File: config.mk
export PLATFORM = sky130hd
export DESIGN_NAME = elevator_request_scheduler
export DESIGN_NICKNAME = d
export VERILOG_FILES = /design/src/rtl/elevator_request_scheduler.sv
export SDC_FILE = /design/constraint.sdc
export NUM_CORES = 1
export LEC_CHECK = 0
export CAP_MARGIN = 25
export CORE_ASPECT_RATIO = 1.4
export CORE_UTILIZATION = 35
export DETAILED_ROUTE_END_ITERATION = 8
export PLACE_DENSITY_LB_ADDON = 0.3
export SLEW_MARGIN = 20
export SYNTH_ARGS = -nofsm -noshare
export SYNTH_HDL_FRONTEND = slang
export SYNTH_SLANG_ARGS = --single-unit
File: constraint.sdc
create_clock -name clk -period 3 [get_ports clk]
set_input_delay 0.6 -clock clk [delete_from_list [all_inputs] [get_ports clk]]
set_output_delay 0.6 -clock clk [all_outputs]
set_load 0.01 [all_outputs]
File: src/rtl/elevator_request_scheduler.sv
// SCAN-ordered elevator call scheduler: latches call edges, picks the next floor, and times the door dwell.
// Optional macro CALL_SYNC_EN inserts a two-flop synchroniser on call_btn ahead of edge detection.
module elevator_request_scheduler #(
  parameter int DWELL_TICKS = 3
) (
  input  logic       clk,
  input  logic       reset,
  input  logic [3:0] call_btn,
  input  logic [1:0] present_floor,
  input  logic       tick,
  output logic [1:0] requested_floor,
  output logic       door_open,
  output logic [3:0] pending,
  output logic       dir_up,
  output logic       busy
);

  typedef enum logic [1:0] {IDLE, MOVING, DOOR} state_t;

  localparam logic [3:0] DWELL = 4'(DWELL_TICKS);

  // Lowest pending floor strictly above f; bit 2 flags a hit.
  function automatic logic [2:0] nearest_above(input logic [3:0] p, input logic [1:0] f);
    logic [2:0] r;
    r = 3'b000;
    for (int i = 3; i >= 0; i--) begin
      if (p[i] && (2'(i) > f)) r = {1'b1, 2'(i)};
    end
    return r;
  endfunction

  // Highest pending floor strictly below f; bit 2 flags a hit.
  function automatic logic [2:0] nearest_below(input logic [3:0] p, input logic [1:0] f);
    logic [2:0] r;
    r = 3'b000;
    for (int i = 0; i < 4; i++) begin
      if (p[i] && (2'(i) < f)) r = {1'b1, 2'(i)};
    end
    return r;
  endfunction

  state_t     state, state_nxt;
  logic [3:0] call_src, call_prev, call_edge;
  logic [3:0] edge_set, clr_mask, pend_nxt;
  logic [3:0] cnt, cnt_nxt;
  logic [1:0] req_nxt;
  logic       door_nxt, dir_nxt, enter_door;
  logic [2:0] up_c, dn_c;

`ifdef CALL_SYNC_EN
  logic [3:0] sync_a, sync_b;

  always_ff @(posedge clk or posedge reset) begin
    if (reset) begin
      sync_a <= 4'b0000;
      sync_b <= 4'b0000;
    end else begin
      sync_a <= call_btn;
      sync_b <= sync_a;
    end
  end

  assign call_src = sync_b;
`else
  assign call_src = call_btn;
`endif

  assign call_edge = call_src & ~call_prev;
  assign up_c      = nearest_above(pending, present_floor);
  assign dn_c      = nearest_below(pending, present_floor);
  assign busy      = (state != IDLE);

  always_comb begin
    state_nxt  = state;
    req_nxt    = requested_floor;
    door_nxt   = door_open;
    dir_nxt    = dir_up;
    cnt_nxt    = cnt;
    edge_set   = call_edge;
    clr_mask   = 4'b0000;
    enter_door = 1'b0;

    case (state)
      IDLE: begin
        if (pending == 4'b0000) begin
          req_nxt = present_floor;
        end else if (pending[present_floor]) begin
          enter_door = 1'b1;
        end else begin
          state_nxt = MOVING;
          if (dir_up) begin
            if (up_c[2]) begin
              req_nxt = up_c[1:0];
            end else begin
              req_nxt = dn_c[1:0];
              dir_nxt = 1'b0;
            end
          end else begin
            if (dn_c[2]) begin
              req_nxt = dn_c[1:0];
            end else begin
              req_nxt = up_c[1:0];
              dir_nxt = 1'b1;
            end
          end
        end
      end

      MOVING: begin
        if (present_floor == requested_floor) begin
          enter_door = 1'b1;
        end else if (dir_up && up_c[2] && (up_c[1:0] < requested_floor)) begin
          req_nxt = up_c[1:0];
        end else if (!dir_up && dn_c[2] && (dn_c[1:0] > requested_floor)) begin
          req_nxt = dn_c[1:0];
        end
      end

      DOOR: begin
        req_nxt                = present_floor;
        // A call for the floor we are standing at just holds the door longer.
        edge_set[present_floor] = 1'b0;
        if (call_edge[present_floor]) begin
          cnt_nxt = DWELL;
        end else if (tick) begin
          if (cnt <= 4'd1) begin
            cnt_nxt   = 4'd0;
            door_nxt  = 1'b0;
            state_nxt = IDLE;
          end else begin
            cnt_nxt = cnt - 4'd1;
          end
        end
      end

      default: state_nxt = IDLE;
    endcase

    if (enter_door) begin
      state_nxt               = DOOR;
      door_nxt                = 1'b1;
      cnt_nxt                 = DWELL;
      req_nxt                 = present_floor;
      clr_mask[present_floor] = 1'b1;
    end

    // Clear wins over a same-cycle set.
    pend_nxt = (pending | edge_set) & ~clr_mask;
  end

  always_ff @(posedge clk or posedge reset) begin
    if (reset) begin
      state           <= IDLE;
      pending         <= 4'b0000;
      requested_floor <= 2'b00;
      door_open       <= 1'b0;
      dir_up          <= 1'b1;
      cnt             <= 4'd0;
      call_prev       <= 4'b0000;
    end else begin
      state           <= state_nxt;
      pending         <= pend_nxt;
      requested_floor <= req_nxt;
      door_open       <= door_nxt;
      dir_up          <= dir_nxt;
      cnt             <= cnt_nxt;
      call_prev       <= call_src;
    end
  end

endmodule

# Word-level counts from Yosys, hierarchy flattened
# Index checks and enable logic that the tools add are counted.
[totals]
elab_cells = 120
input_bits = 9
out_inout_bits = 9
ff_bits = 18
[op_classes]
order_cmp = 13
n_bitwise = 9
n_mux = 50
n_addsub = 1
eq_ne = 13
reduce_logical = 27
[ops]
columns = ["op", "n"]
rows = [
  ["$mux W2", 15],
  ["$mux W4", 7],
  ["$mux W3", 8],
  ["$ne A3 B3 Y1 const B", 6],
  ["$mux W1", 14],
  ["$logic_and A1 B1 Y1", 13],
  ["$and A4 B4 Y4", 3],
  ["$not A4 Y4", 3],
  ["$pmux W2 S3", 2],
  ["$ne A4 B4 Y1 const B", 2],
  ["$reduce_and A4 Y1", 2],
  ["$reduce_bool A2 Y1", 4],
  ["$reduce_and A6 Y1", 1],
  ["$bmux W1 S2", 2],
  ["$gt A1 B2 Y1 const A", 2],
  ["$gt A2 B2 Y1 const A", 2],
  ["$le A4 B1 Y1 const B", 1],
  ["$logic_not A4 Y1", 1],
  ["$lt A1 B2 Y1 const A", 2],
  ["$lt A2 B2 Y1 const A", 2],
  ["$ne A2 B2 Y1 const B", 2],
  ["$or A4 B4 Y4", 1],
  ["$reduce_bool A4 Y1", 1],
  ["$sub A4 B1 Y4 const B", 1],
  ["15 further kinds", 16],
]

# Logic depth before layout (Yosys ltp)
[depth]
ltp_word = 13
mapped_depth = 10
depth_no_buf = 8

# Worst setup path after synthesis
# Ideal clock, no wire load.
[synth_path]
kind = "input -> register"
startpoint = "input port present_floor[0]"
endpoint = "register requested_floor[1]"
required_time_ns = 2.921
path_buffers = 1
arrival_time_ns = 2.446
setup_slack_ns = 0.474
setup_time_ns = 0.079
cell_stages = 8
path_cell_list = "buf_4 > nor3b_1 > nor3_1 > ha_1 > a211o_1 > o311a_1 > o32a_1 > mux2i_1"
[synth_via]
elab_chain_cells = 12
elab_cells_between_ends = 52
cone_classes = "10 x order compare; 4 x eq/ne; 24 x mux; 14 x reduce/logical"
[synth_lines]
columns = ["element", "line", "text"]
rows = [
  ["start: declaration", "9", "input logic [1:0] present_floor,"],
  ["$gt A2 B2 Y1 / $lt A1 B2 Y1 (equally long branches)", "27, 37", ""],
  ["$logic_and A1 B1 Y1, on equally long branches", "27, 37", ""],
  ["$mux W3, on equally long branches (4 in series)", "27, 37", ""],
  ["$lt A2 B2 Y1 (tied with other cells)", "112", "end else if (dir_up && up_c[2] && (up_c[1:0] < requested_floor)) begin"],
  ["$logic_and A1 B1 Y1 / $mux W2 (equally long branches)", "112, 91", ""],
  ["$mux W2, on equally long branches", "112, 87", ""],
  ["$mux W2, on equally long branches", "110, 85", ""],
  ["$pmux W2 S3", "83", "case (state)"],
  ["$mux W2", "139", "if (enter_door) begin"],
  ["end signal: assignment", "163", "requested_floor <= req_nxt;"],
  ["end: declaration", "11", "output logic [1:0] requested_floor,"],
]
# Parallel ways exist; a longest one is shown, timed or not. The select of a mux whose other input is x is not followed.
# A chain may end at the register's enable or synchronous reset.

# Worst setup path after layout
[layout_path]
startpoint = "input port present_floor[1]"
endpoint = "register requested_floor[1]"
# The elaborated chain is that of the path after synthesis.

==> run metrics <==
status finished clean; initial antenna violation count 0; syn_nets 179; CP max-delay cell clkdlybuf4s50_1; number of I/O port buffers 17; first-pass GRT wire length about 5.5 mm; Synth Flop Type dfrtp_1; Core Area roughly 0.0037 sq mm; 1st-pass router iterations 4; routed wire length about 3.4 mm; critical path cell sequence clkdlybuf4s50_1, buf_4, nand2b_4, a311o_1, a211o_1, o311a_1, o32a_1, mux2i_1; DR iter-0 viols 38; fin crit share 91.3%; Slew Viols, Final 0; Max Root-Sink Buffers 2; WS Path Type primary input to register; Yosys top cell by area dfrtp_1; Async SR Flop Fraction 100%; Post-synth EDFFs 0; worst relative slew slack 54.3%; vias per cell approximately 5.7; DRC 0; height of the die 76.2 um; Placed Instances approximately 220; Power per Cell Area 964 mW/mm^2; minimum clock period about 2.7 ns; hold_buf cts 0; # fillers ~370; CTS tree built; Routed WL per cell around 15 um; Layout Skew about 0.0025 ns; H-tree levels 1; Detailed Place HPWL 2.55 mm; synth cell count leaders a21oi_1, dfrtp_1, inv_1; Lkg Pwr between 0.7 and 0.8 nW; Max Cap Viol 0; Post CTS Setup Buffer Count 0; CP bufs+invs 2; slowest cell delay on critical path around 0.5 ns; Syn Inst Count roughly 160; Site Rows 26; unrepaired setup endpoints after global routing false; worst hold path class register to register; Max FO, Critical Path 10; Diodes inserted 0; Synth Warn # 0; full die area 0.00419 sq mm; post-cts sizing count 0; syn_area_per_cell roughly 8.5 sq um; clock slew at reported path FFs about 0.070 ns; worst vdd rail ir drop approximately 0.00042 V; Synth area leaders dfrtp_1, ha_1, a21oi_1, inv_1, nand2_1; CP required around 3.2 ns; share of cells above drive strength 1 14.7%; Clock Latency Late Sink ~0.25 ns; critical path arrival approximately 2.9 ns; Final setup violation count 0; Setup crit start kind primary input; routability cong. a little over 0.8; sequential fraction of the synthesis area between 30% and 40%; post-route ant nets 0; post-synth cell types between 40 and 50; I/O pin cnt 18; CTS buffer count 3; Hold Vio Cnt, Final 0; setup_tns 0 ns; Crit. End Element register; starting density of the core 37.1%; Die X 55.0 um; clock root cell clkbuf_8; total gr overflow 0; Sink Count 18; count leader, synth a21oi_1; Yosys top cell area share ~31%; Worst path top cell family by delay compound AO/OA/AOI/OAI gates; total track usage roughly 17%; layout net count roughly 200; worst-margin pin slew just under 0.7 ns; Vias between 1,000 and 1,500; Post-Syn Area between 0.001 and 0.0015 sq mm; vias in the first global route approximately 1,200; Layout Cells excl Fill between 200 and 250; largest net degree at the start of global routing 19; P&R area growth vs syn 22.7%; fmax ~0.36 GHz; Seq cells post-synth 18
## kinds of logic (layout without fill, tap and decap cells)
logic type	count (synthesis)	in the layout	synth area share [%]
AOI/OAI and AO/OA	49	49	23.6
xor gates and xnor gates	2	2	1.27
adders and majority gates	9	9	8.19
buffers and inverters	25	48	7.82
DFF	18	18	32.8
muxes	6	6	6.73
and+or+nand+nor	52	52	19.6
## layout by cell type (no fill, tap or decap), types with 2 or more instances in the layout
cell type,n
nand3_1,4
clkbuf_8,4
or2_2,2
and3_1,2
xnor2_1,2
nand2b_1,3
a21oi_1,19
nor2_1,11
nand2_1,14
nand3b_1,2
nor2b_1,5
mux2_2,3
buf_4,11
nor3_1,4
a211oi_1,4
a211o_1,2
ha_1,9
o21ai_0,10
o32a_1,3
clkdlybuf4s50_1,17
dfrtp_1,17
inv_1,15
## routing by layer
metal	global-route usage, %	up-vias	share of wire (%)
met2	28.4	27	52
met1	22.6	631	44
met4	5.50	0	1.4
met3	2.20	4	2.7
met5	0	-	0
li1	-	619	-
## state kept, by name, indices dropped and copies added (netlist names)
name,cells
call_prev,4
cnt,4
pending,4
requested_floor,2
state,2
dir_up,1
door_open,1
## per-stage QoR
| step | worst slack (ns) | instance area [sq um] | hold WS [ns] | power, mW | utilization, % |
|---|---|---|---|---|---|
| after detailed placement | 0.00559 | 1630 | 0.514 | 1.43 | 44.0 |
| after CTS | 0.265 | 1690 | 0.528 | 1.63 | 45.5 |
| after global placement | 0.0271 | 1630 | 0.509 | 1.41 | 44.0 |
| final | 0.260 | 1690 | 0.525 | 1.63 | 45.5 |
| after global routing | 0.140 | 1690 | 0.583 | 1.77 | 45.5 |
| after floorplan | 0.474 | 1380 | 0.502 | 1.09 | - |
## report_power, final
group	total (mW)	switching, mW	internal (mW)
registers	0.450	0.126	0.324
logic	0.980	0.482	0.498
clock network	0.196	0.0798	0.116
## area by class of cell
cell class	count	area, sq um	share of cell area, %
clock buffer	4	55.1	3.26
inverter	16	60.1	3.56
multi-input combinational	118	816	48.3
sequential	18	452	26.8
tap	42	52.6	3.11
timing repair buffer	28	253	15.0
## worst min-delay path: cells and delay by family, from the launching register on
kind	cells	cell delay [ns]
DFF	1	0.34
AOI/OAI and AO/OA	1	0.08
and+or+nand+nor	1	0.07
## final timing paths
check,startpoint,cells past startpoint,slack (ns),endpoint
worst max-delay path,present_floor[1],8,0.26,requested_floor[1]
worst min-delay path,door_open,2,0.52,door_open
min in group asynchronous,reset,2,0.75,call_prev[0]
worst min register to register,door_open,2,0.52,door_open
worst max register to register,pending[3],7,0.55,requested_floor[1]
max in group asynchronous,reset,2,1.82,requested_floor[1]
Power figures use the tool's default switching activity.
